<file path="src/rtl/ecc_scrubber_64_57.sv">
`timescale 1ns/1ps
// SECDED 64/57 memory scrubber: walks every address, checks each codeword, writes back corrected words.
// Latency: 3 cycles per clean address when the read is acked immediately (RD, CHK, NEXT); +FIX cycles on a correctable error.
// Backpressure: o_MemReq / o_FixReq are held (address/data stable) until i_MemAck / i_FixAck; i_Abort drops them next cycle.
//
// Ports: i_Clk/i_Rst (async active-high); i_Start/i_Abort/i_Continuous/i_ClrCnt control;
// memory read port o_MemReq/o_MemAddr/i_MemAck/i_MemData; write-back port o_FixReq/o_FixAddr/o_FixData/i_FixAck;
// status o_Busy/o_Done, error counters o_CorrCnt/o_UncorrCnt, first-error capture o_FirstErrAddr/o_FirstErrValid.

// Extended Hamming decoder. Codeword layout: bit 0 = overall parity, bits at power-of-two
// positions 1..32 = Hamming parity, remaining 57 positions = data bits in ascending order.
module h_decoder_64_57 (
    input  logic [63:0] i_CodeWord,
    output logic        o_ErrorC,
    output logic        o_ErrorD,
    output logic [56:0] o_DecodWord
);
    logic [5:0]  syn;
    logic        par;
    logic [63:0] cw_fix;
    int          k;

    always_comb begin
        syn         = '0;
        par         = ^i_CodeWord;
        cw_fix      = i_CodeWord;
        o_DecodWord = '0;
        k           = 0;
        for (int i = 1; i < 64; i++) begin
            if (i_CodeWord[i]) syn = syn ^ i[5:0];
        end
        // Odd overall parity means one flipped bit; the syndrome names it (0 = the parity bit itself).
        o_ErrorC = par;
        o_ErrorD = !par && (syn != 6'd0);
        if (par) cw_fix[syn] = ~cw_fix[syn];
        for (int i = 1; i < 64; i++) begin
            if ((i & (i - 1)) != 0) begin
                o_DecodWord[k] = cw_fix[i];
                k = k + 1;
            end
        end
    end
endmodule

module ecc_scrubber_64_57 #(
    parameter int ADDR_W = 8,
    parameter int CNT_W  = 16
) (
    input  logic              i_Clk,
    input  logic              i_Rst,
    input  logic              i_Start,
    input  logic              i_Abort,
    input  logic              i_Continuous,
    input  logic              i_ClrCnt,
    output logic              o_MemReq,
    output logic [ADDR_W-1:0] o_MemAddr,
    input  logic              i_MemAck,
    input  logic [63:0]       i_MemData,
    output logic              o_FixReq,
    output logic [ADDR_W-1:0] o_FixAddr,
    output logic [57:0]       o_FixData,
    input  logic              i_FixAck,
    output logic              o_Busy,
    output logic              o_Done,
    output logic [CNT_W-1:0]  o_CorrCnt,
    output logic [CNT_W-1:0]  o_UncorrCnt,
    output logic [ADDR_W-1:0] o_FirstErrAddr,
    output logic              o_FirstErrValid
);
    typedef enum logic [2:0] {S_IDLE, S_RD, S_CHK, S_FIX, S_NEXT} state_t;

    localparam logic [ADDR_W-1:0] LAST_ADDR = '1;
    localparam logic [CNT_W-1:0]  CNT_MAX   = '1;

    state_t              state_q, state_d;
    logic [ADDR_W-1:0]   addr_q, addr_d;
    logic [63:0]         data_q, data_d;
    logic [ADDR_W-1:0]   fix_addr_q, fix_addr_d;
    logic [57:0]         fix_data_q, fix_data_d;
    logic [CNT_W-1:0]    corr_cnt_q, corr_cnt_d;
    logic [CNT_W-1:0]    uncorr_cnt_q, uncorr_cnt_d;
    logic [ADDR_W-1:0]   first_addr_q, first_addr_d;
    logic                first_vld_q, first_vld_d;

    logic        dec_c, dec_d;
    logic [56:0] dec_word;
    logic        err_c, err_d;

    h_decoder_64_57 u_dec (
        .i_CodeWord  (data_q),
        .o_ErrorC    (dec_c),
        .o_ErrorD    (dec_d),
        .o_DecodWord (dec_word)
    );

    // Decoder flags only mean something while the captured word is being checked.
    assign err_c = (state_q == S_CHK) && dec_c;
    assign err_d = (state_q == S_CHK) && dec_d;

    // State register and datapath flops
    always_ff @(posedge i_Clk or posedge i_Rst) begin
        if (i_Rst) begin
            state_q      <= S_IDLE;
            addr_q       <= '0;
            data_q       <= '0;
            fix_addr_q   <= '0;
            fix_data_q   <= '0;
            corr_cnt_q   <= '0;
            uncorr_cnt_q <= '0;
            first_addr_q <= '0;
            first_vld_q  <= 1'b0;
        end else begin
            state_q      <= state_d;
            addr_q       <= addr_d;
            data_q       <= data_d;
            fix_addr_q   <= fix_addr_d;
            fix_data_q   <= fix_data_d;
            corr_cnt_q   <= corr_cnt_d;
            uncorr_cnt_q <= uncorr_cnt_d;
            first_addr_q <= first_addr_d;
            first_vld_q  <= first_vld_d;
        end
    end

    // Next-state logic
    always_comb begin
        state_d = state_q;
        addr_d  = addr_q;
        case (state_q)
            S_IDLE: if (i_Start) begin
                state_d = S_RD;
                addr_d  = '0;
            end
            S_RD:   if (i_MemAck) state_d = S_CHK;
            S_CHK:  state_d = dec_c ? S_FIX : S_NEXT;
            S_FIX:  if (i_FixAck) state_d = S_NEXT;
            S_NEXT: begin
                if (addr_q != LAST_ADDR) begin
                    addr_d  = addr_q + 1'b1;
                    state_d = S_RD;
                end else if (i_Continuous) begin
                    addr_d  = '0;
                    state_d = S_RD;
                end else begin
                    state_d = S_IDLE;
                end
            end
            default: state_d = S_IDLE;
        endcase
        if (i_Abort) state_d = S_IDLE;
    end

    // Datapath: capture, write-back staging, counters and first-error capture
    always_comb begin
        data_d       = data_q;
        fix_addr_d   = fix_addr_q;
        fix_data_d   = fix_data_q;
        corr_cnt_d   = corr_cnt_q;
        uncorr_cnt_d = uncorr_cnt_q;
        first_addr_d = first_addr_q;
        first_vld_d  = first_vld_q;

        if (state_q == S_RD && i_MemAck) data_d = i_MemData;

        if (err_c) begin
            fix_addr_d = addr_q;
            fix_data_d = {1'b0, dec_word};   // 57 data bits, zero-extended for the re-encoder
            if (corr_cnt_q != CNT_MAX) corr_cnt_d = corr_cnt_q + 1'b1;
        end
        if (err_d && uncorr_cnt_q != CNT_MAX) uncorr_cnt_d = uncorr_cnt_q + 1'b1;

        if ((err_c || err_d) && !first_vld_q) begin
            first_vld_d  = 1'b1;
            first_addr_d = addr_q;
        end

        // Clear overrides any same-cycle increment or capture.
        if (i_ClrCnt) begin
            corr_cnt_d   = '0;
            uncorr_cnt_d = '0;
            first_vld_d  = 1'b0;
            first_addr_d = '0;
        end
    end

    // Outputs
    always_comb begin
        o_MemReq        = (state_q == S_RD);
        o_MemAddr       = addr_q;
        o_FixReq        = (state_q == S_FIX);
        o_FixAddr       = fix_addr_q;
        o_FixData       = fix_data_q;
        o_Busy          = (state_q != S_IDLE);
        // An abort in the final NEXT cycle means the pass did not complete.
        o_Done          = (state_q == S_NEXT) && (addr_q == LAST_ADDR) && !i_Abort;
        o_CorrCnt       = corr_cnt_q;
        o_UncorrCnt     = uncorr_cnt_q;
        o_FirstErrAddr  = first_addr_q;
        o_FirstErrValid = first_vld_q;
    end
endmodule

</file>
<file path="config.mk">
export PLATFORM = sky130hd
export DESIGN_NAME = ecc_scrubber_64_57
export DESIGN_NICKNAME = d
export VERILOG_FILES = /design/src/rtl/ecc_scrubber_64_57.sv
export SDC_FILE = /design/constraint.sdc
export NUM_CORES = 1
export LEC_CHECK = 0
export CAP_MARGIN = 20
export CORE_MARGIN = 4
export CORE_UTILIZATION = 28
export CTS_CLUSTER_SIZE = 28
export DETAILED_ROUTE_END_ITERATION = 12
export MAX_ROUTING_LAYER = met4
export SYNTH_ARGS = -nofsm -noshare
export SYNTH_HDL_FRONTEND = slang
export SYNTH_SLANG_ARGS = --single-unit
</file>
<file path="constraint.sdc">
create_clock -name i_Clk -period 7.8 [get_ports i_Clk]
set_input_delay 1.56 -clock i_Clk [delete_from_list [all_inputs] [get_ports i_Clk]]
set_output_delay 1.56 -clock i_Clk [all_outputs]
set_load 0.03 [all_outputs]
</file>
==> summary.md <==
The tools report the number of vias after detailed routing as 8556. For flop-to-flop paths, the worst setup slack is 3.04 ns. The die boundary height works out to 202 µm.

The hold buffer count at cts was 0; the global-route wire length before repair was 55400 µm. In this run the most used layer during global routing was met2. The largest clock skew in the final design is 0.0162 ns.

In the synthesized netlist, the number of instances is 1023. The tools report the floorplan die area as 40900 µm². Post-CTS timing repair inserted 0 buffers for setup.

The initial utilization of the core area, before any placement, comes to 28.6%. The worst max-slew margin expressed relative to the limit is 26.6%, and the number of primary I/O pins is 191. The count of unresolved DRC violations after routing is 0. The number of buffer and inverter stages on the critical path came out at 1. After clock tree synthesis, the clock-pin slew on the worst setup and hold paths is 0.08 ns. The run gives 10600 µm² as the synthesized cell area. The cell with the largest stage delay on the worst path was sky130_fd_sc_hd__xnor3_1.

The arrival time of the worst setup path was 5.02 ns. Chip width: 202 µm. The run gives 18.0% as the total routing usage reported by global routing. For the worst setup path, the data required time is 8.07 ns.

The class of the tightest hold or removal check was flip-flop to flip-flop. The first-pass iteration count of the detailed router was 5; the mean post-synth cell area was 10.3 µm². Buffers inserted during clock tree synthesis total 17. The average vias per placed instance came out at 5.00. Of all flip-flops after synthesis, the portion carrying an async set or reset was 100%. The met2 track utilization from global routing was 27.8%. The startpoint identified for the worst register-to-register timing path is data_q[14]$_DFFE_PP0P_. In the synthesized netlist the dominant register cell turns out to be sky130_fd_sc_hd__dfrtp_1.

The floorplan has 70 rows. Relative to the synthesized area, the layout overhead comes to 28.3%. In the final layout, the share of cells above drive strength 1 is 13.8%. Counting every sink on the clock net gives 181. The met3 routing resource usage after global routing is 5.23%.

In this run the most critical hold path is launched from o_FixAddr[6]$_DFFE_PP0P_. The slew at the pin closest to its max-slew limit was 1.10 ns; the number of nets in the final layout was 1265. STA classifies the critical path endpoint as a flip-flop.

For the initial antenna violation count, the log shows 5. The critical path is of the flip-flop to flip-flop type. The detail route stage leaves a number of antenna-violating nets equal to 0. In this run, synthesis produced a sequential element count of 181. Setup violations remaining at the end of the flow were counted as 0. Entering global routing, the biggest net connects 70 pins.

The number of H-tree levels was 4. Global routing consumed, on the met1 layer, 23.2% of the routing resources. Setup repair after global routing left no endpoint under its margin. The netlist uses 76 different library cells. The multi-input combinational cells in the finished layout cover a total of 5690 µm². CTS placed an instance of sky130_fd_sc_hd__clkbuf_16 at the clock tree root. The share of the clock period used by the worst path is 61.0%. The number of cells traversed by the worst register-to-register path was 12.

Routed length per instance: 20.9 µm. The run gives 42.9% as the sequential cell area fraction in the yosys report. The detailed placer's ending HPWL came out at 26000 µm. When the netlist entered floorplanning its net count stood at 1098.

After routing, the total negative slack on setup checks comes to 0 ns. The synthesized design contains 0 enable-type register cells. The tools report the startpoint type of the worst setup path as a flip-flop. Along the worst path, the maximum fanout reaches 22. The count of input and output buffers works out to 189. For hold timing, the worst endpoint is o_FixAddr[6]$_DFFE_PP0P_. The tools report the worst flop-to-flop path endpoint as o_FixData[12]$_DFFE_PP0P_. TritonCTS built the clock tree. Summed over all layers, the global routing overflow is 0.

Once the clock tree was built, the resizer swapped 0 gates to a different size. The number of hold-slack violations in the final timing report came out at 0. The run gives 0.45 ns as the clock latency at the later pin of the worst-skew pair. The max capacitance violation total was 0. Most prevalent standard cell on the critical path: sky130_fd_sc_hd__xnor2_1. Derived from the worst setup path, the maximum achievable clock frequency is 210 MHz. The flow ran to the end, and the final reports show no timing, DRC or antenna violations. The placer's final routability congestion estimate came out at 0.902. The logs give 4530 µm² for the sequential standard cell area and 0 for the number of pins with negative max-slew slack in the final report.

In this run the standard cell core region covers 36900 µm². The routed design has 35900 µm of wire. The warning count from the yosys run was 0; the shortest clock period the worst path allows after layout was 4.76 ns. The kind of cell with the highest combined delay along the critical path is XOR/XNOR gates. The critical path's largest stage delay works out to 0.58 ns. The worst hold path was traced through 2 stages. For this block, the initial DRC count from the detailed router was 653. The filler cells instantiated in the layout total 3677.

Walking the worst path, the cells encountered are xnor2_1 > xnor2_1 > xnor2_1 > xnor3_1 > xnor2_2 > o311ai_0 > nor4_1 > a2111oi_2 > a31oi_1 > nor3b_4 > buf_16 > a31oi_1. The number of global-route vias before repair was 8702. The clock passes through at most 2 buffers.
-- tightest hold or removal path: cells and delay by family, from the launching register on --
kind / cells / cell delay, ns
flops: 1 / 0.35
simple gates: 2 / 0.10
-- worst max-delay path by stage --
stage / to / slack (ns) / cells past startpoint / start
global route: o_FixData[45]$_DFFE_PP0P_ / 2.89 / 10 / data_q[11]$_DFFE_PP0P_
CTS: o_FixData[52]$_DFFE_PP0P_ / 2.91 / 10 / data_q[18]$_DFFE_PP0P_
floorplan: data_q[0]$_DFFE_PP0P_ / 1.32 / 1 / i_Rst
finish: o_FixData[12]$_DFFE_PP0P_ / 3.04 / 12 / data_q[14]$_DFFE_PP0P_
global placement: o_FixData[28]$_DFFE_PP0P_ / 2.79 / 11 / data_q[18]$_DFFE_PP0P_
detailed placement: o_FixData[42]$_DFFE_PP0P_ / 2.95 / 10 / data_q[18]$_DFFE_PP0P_
-- cell usage in the layout, fill, tap and decap left out, drive strengths merged, types with 10 or more instances in the layout --
cell	count
nand2	126
xnor2	109
o221a	25
and3	15
clkbuf	18
nand3	20
a31oi	17
a21oi	23
a211o	12
mux2i	21
xor2	36
inv	20
or3	15
buf	13
clkdlybuf4s50	189
o21ai	52
dfrtp	181
a32oi	10
nor2	116
mux2	66
-- routing by layer --
layer  vias up  part of all wire (%)
met1      4226                    43
met2       322                    47
met5         -                     0
met4         0                   2.6
met3        50                   7.4
li1       3958                     -
-- sequential cells by signal, summed over array words and instances, names as in the netlist --
name             count
o_FirstErrValid      1
o_CorrCnt           16
o_FirstErrAddr       8
o_MemAddr            8
o_UncorrCnt         16
state_q              3
o_FixData           57
o_FixAddr            8
data_q              64
-- synth_stat cells, drive strengths merged, types with 3 or more instances --
master	number	area share, %
dfrtp	181	43
nand2	126	4.5
nor2	116	4.1
xnor2	109	11
mux2	66	7.0
o21ai	52	2.5
xor2	36	3.4
buf	31	2.0
o221a	25	2.7
a21oi	23	1.2
clkbuf	23	0.82
mux2i	21	2.0
nand3	20	1.0
a31oi	17	1.0
inv	16	0.57
and3	15	0.89
or3	15	0.94
a211o	12	1.0
a32oi	10	0.97
nor3	9	0.43
o22ai	9	0.53
a221o	8	0.76
nand4	8	0.47
and2	7	0.44
o221ai	7	0.64
xnor3	7	1.5
nand2b	6	0.38
nor4	6	0.36
or2	4	0.24
a2111oi	3	0.66
ha	3	0.36
mux4	3	0.68
o311ai	3	0.25
o31ai	3	0.21
-- per-stage QoR --
step | std cells | instance area [µm²] | hold WS [ns] | worst slack, ns | utilization [%]
2_1_floorplan | 1023 | 10600 | 0.516 | 1.32 | -
6_report | 1712 | 13500 | 0.483 | 3.04 | 36.7
3_3_place_gp | 1672 | 12900 | 0.471 | 2.79 | 34.9
5_1_grt | 1712 | 13500 | 0.512 | 2.89 | 36.7
3_5_place_dp | 1674 | 12900 | 0.469 | 2.95 | 35.0
4_1_cts | 1706 | 13500 | 0.486 | 2.91 | 36.6
-- cell type report --
class / count / area share [%]
clock inverter: 14 / 1.10
multi-input combinational: 772 / 42.0
inverter: 16 / 0.481
antenna: 5 / 0.0924
tap: 504 / 4.66
sequential: 181 / 33.5
timing repair buffer: 202 / 14.9
clock buffer: 18 / 3.24
-- logic make-up (layout without fill, tap and decap cells) --
logic type,count (synthesis),after routing,synth area share (%)
mux,90,90,9.71
xor+xnor,153,153,15.7
compound gates,181,181,13.2
flops,181,181,42.9
other cells,1,6,0.0355
simple gates,344,344,14.7
fa+ha+maj,3,3,0.356
buf+inv,70,250,3.34
Power is left out: the tool's default activity adds up to more than one toggle a clock period on the data nets, which glitch-free logic cannot reach.
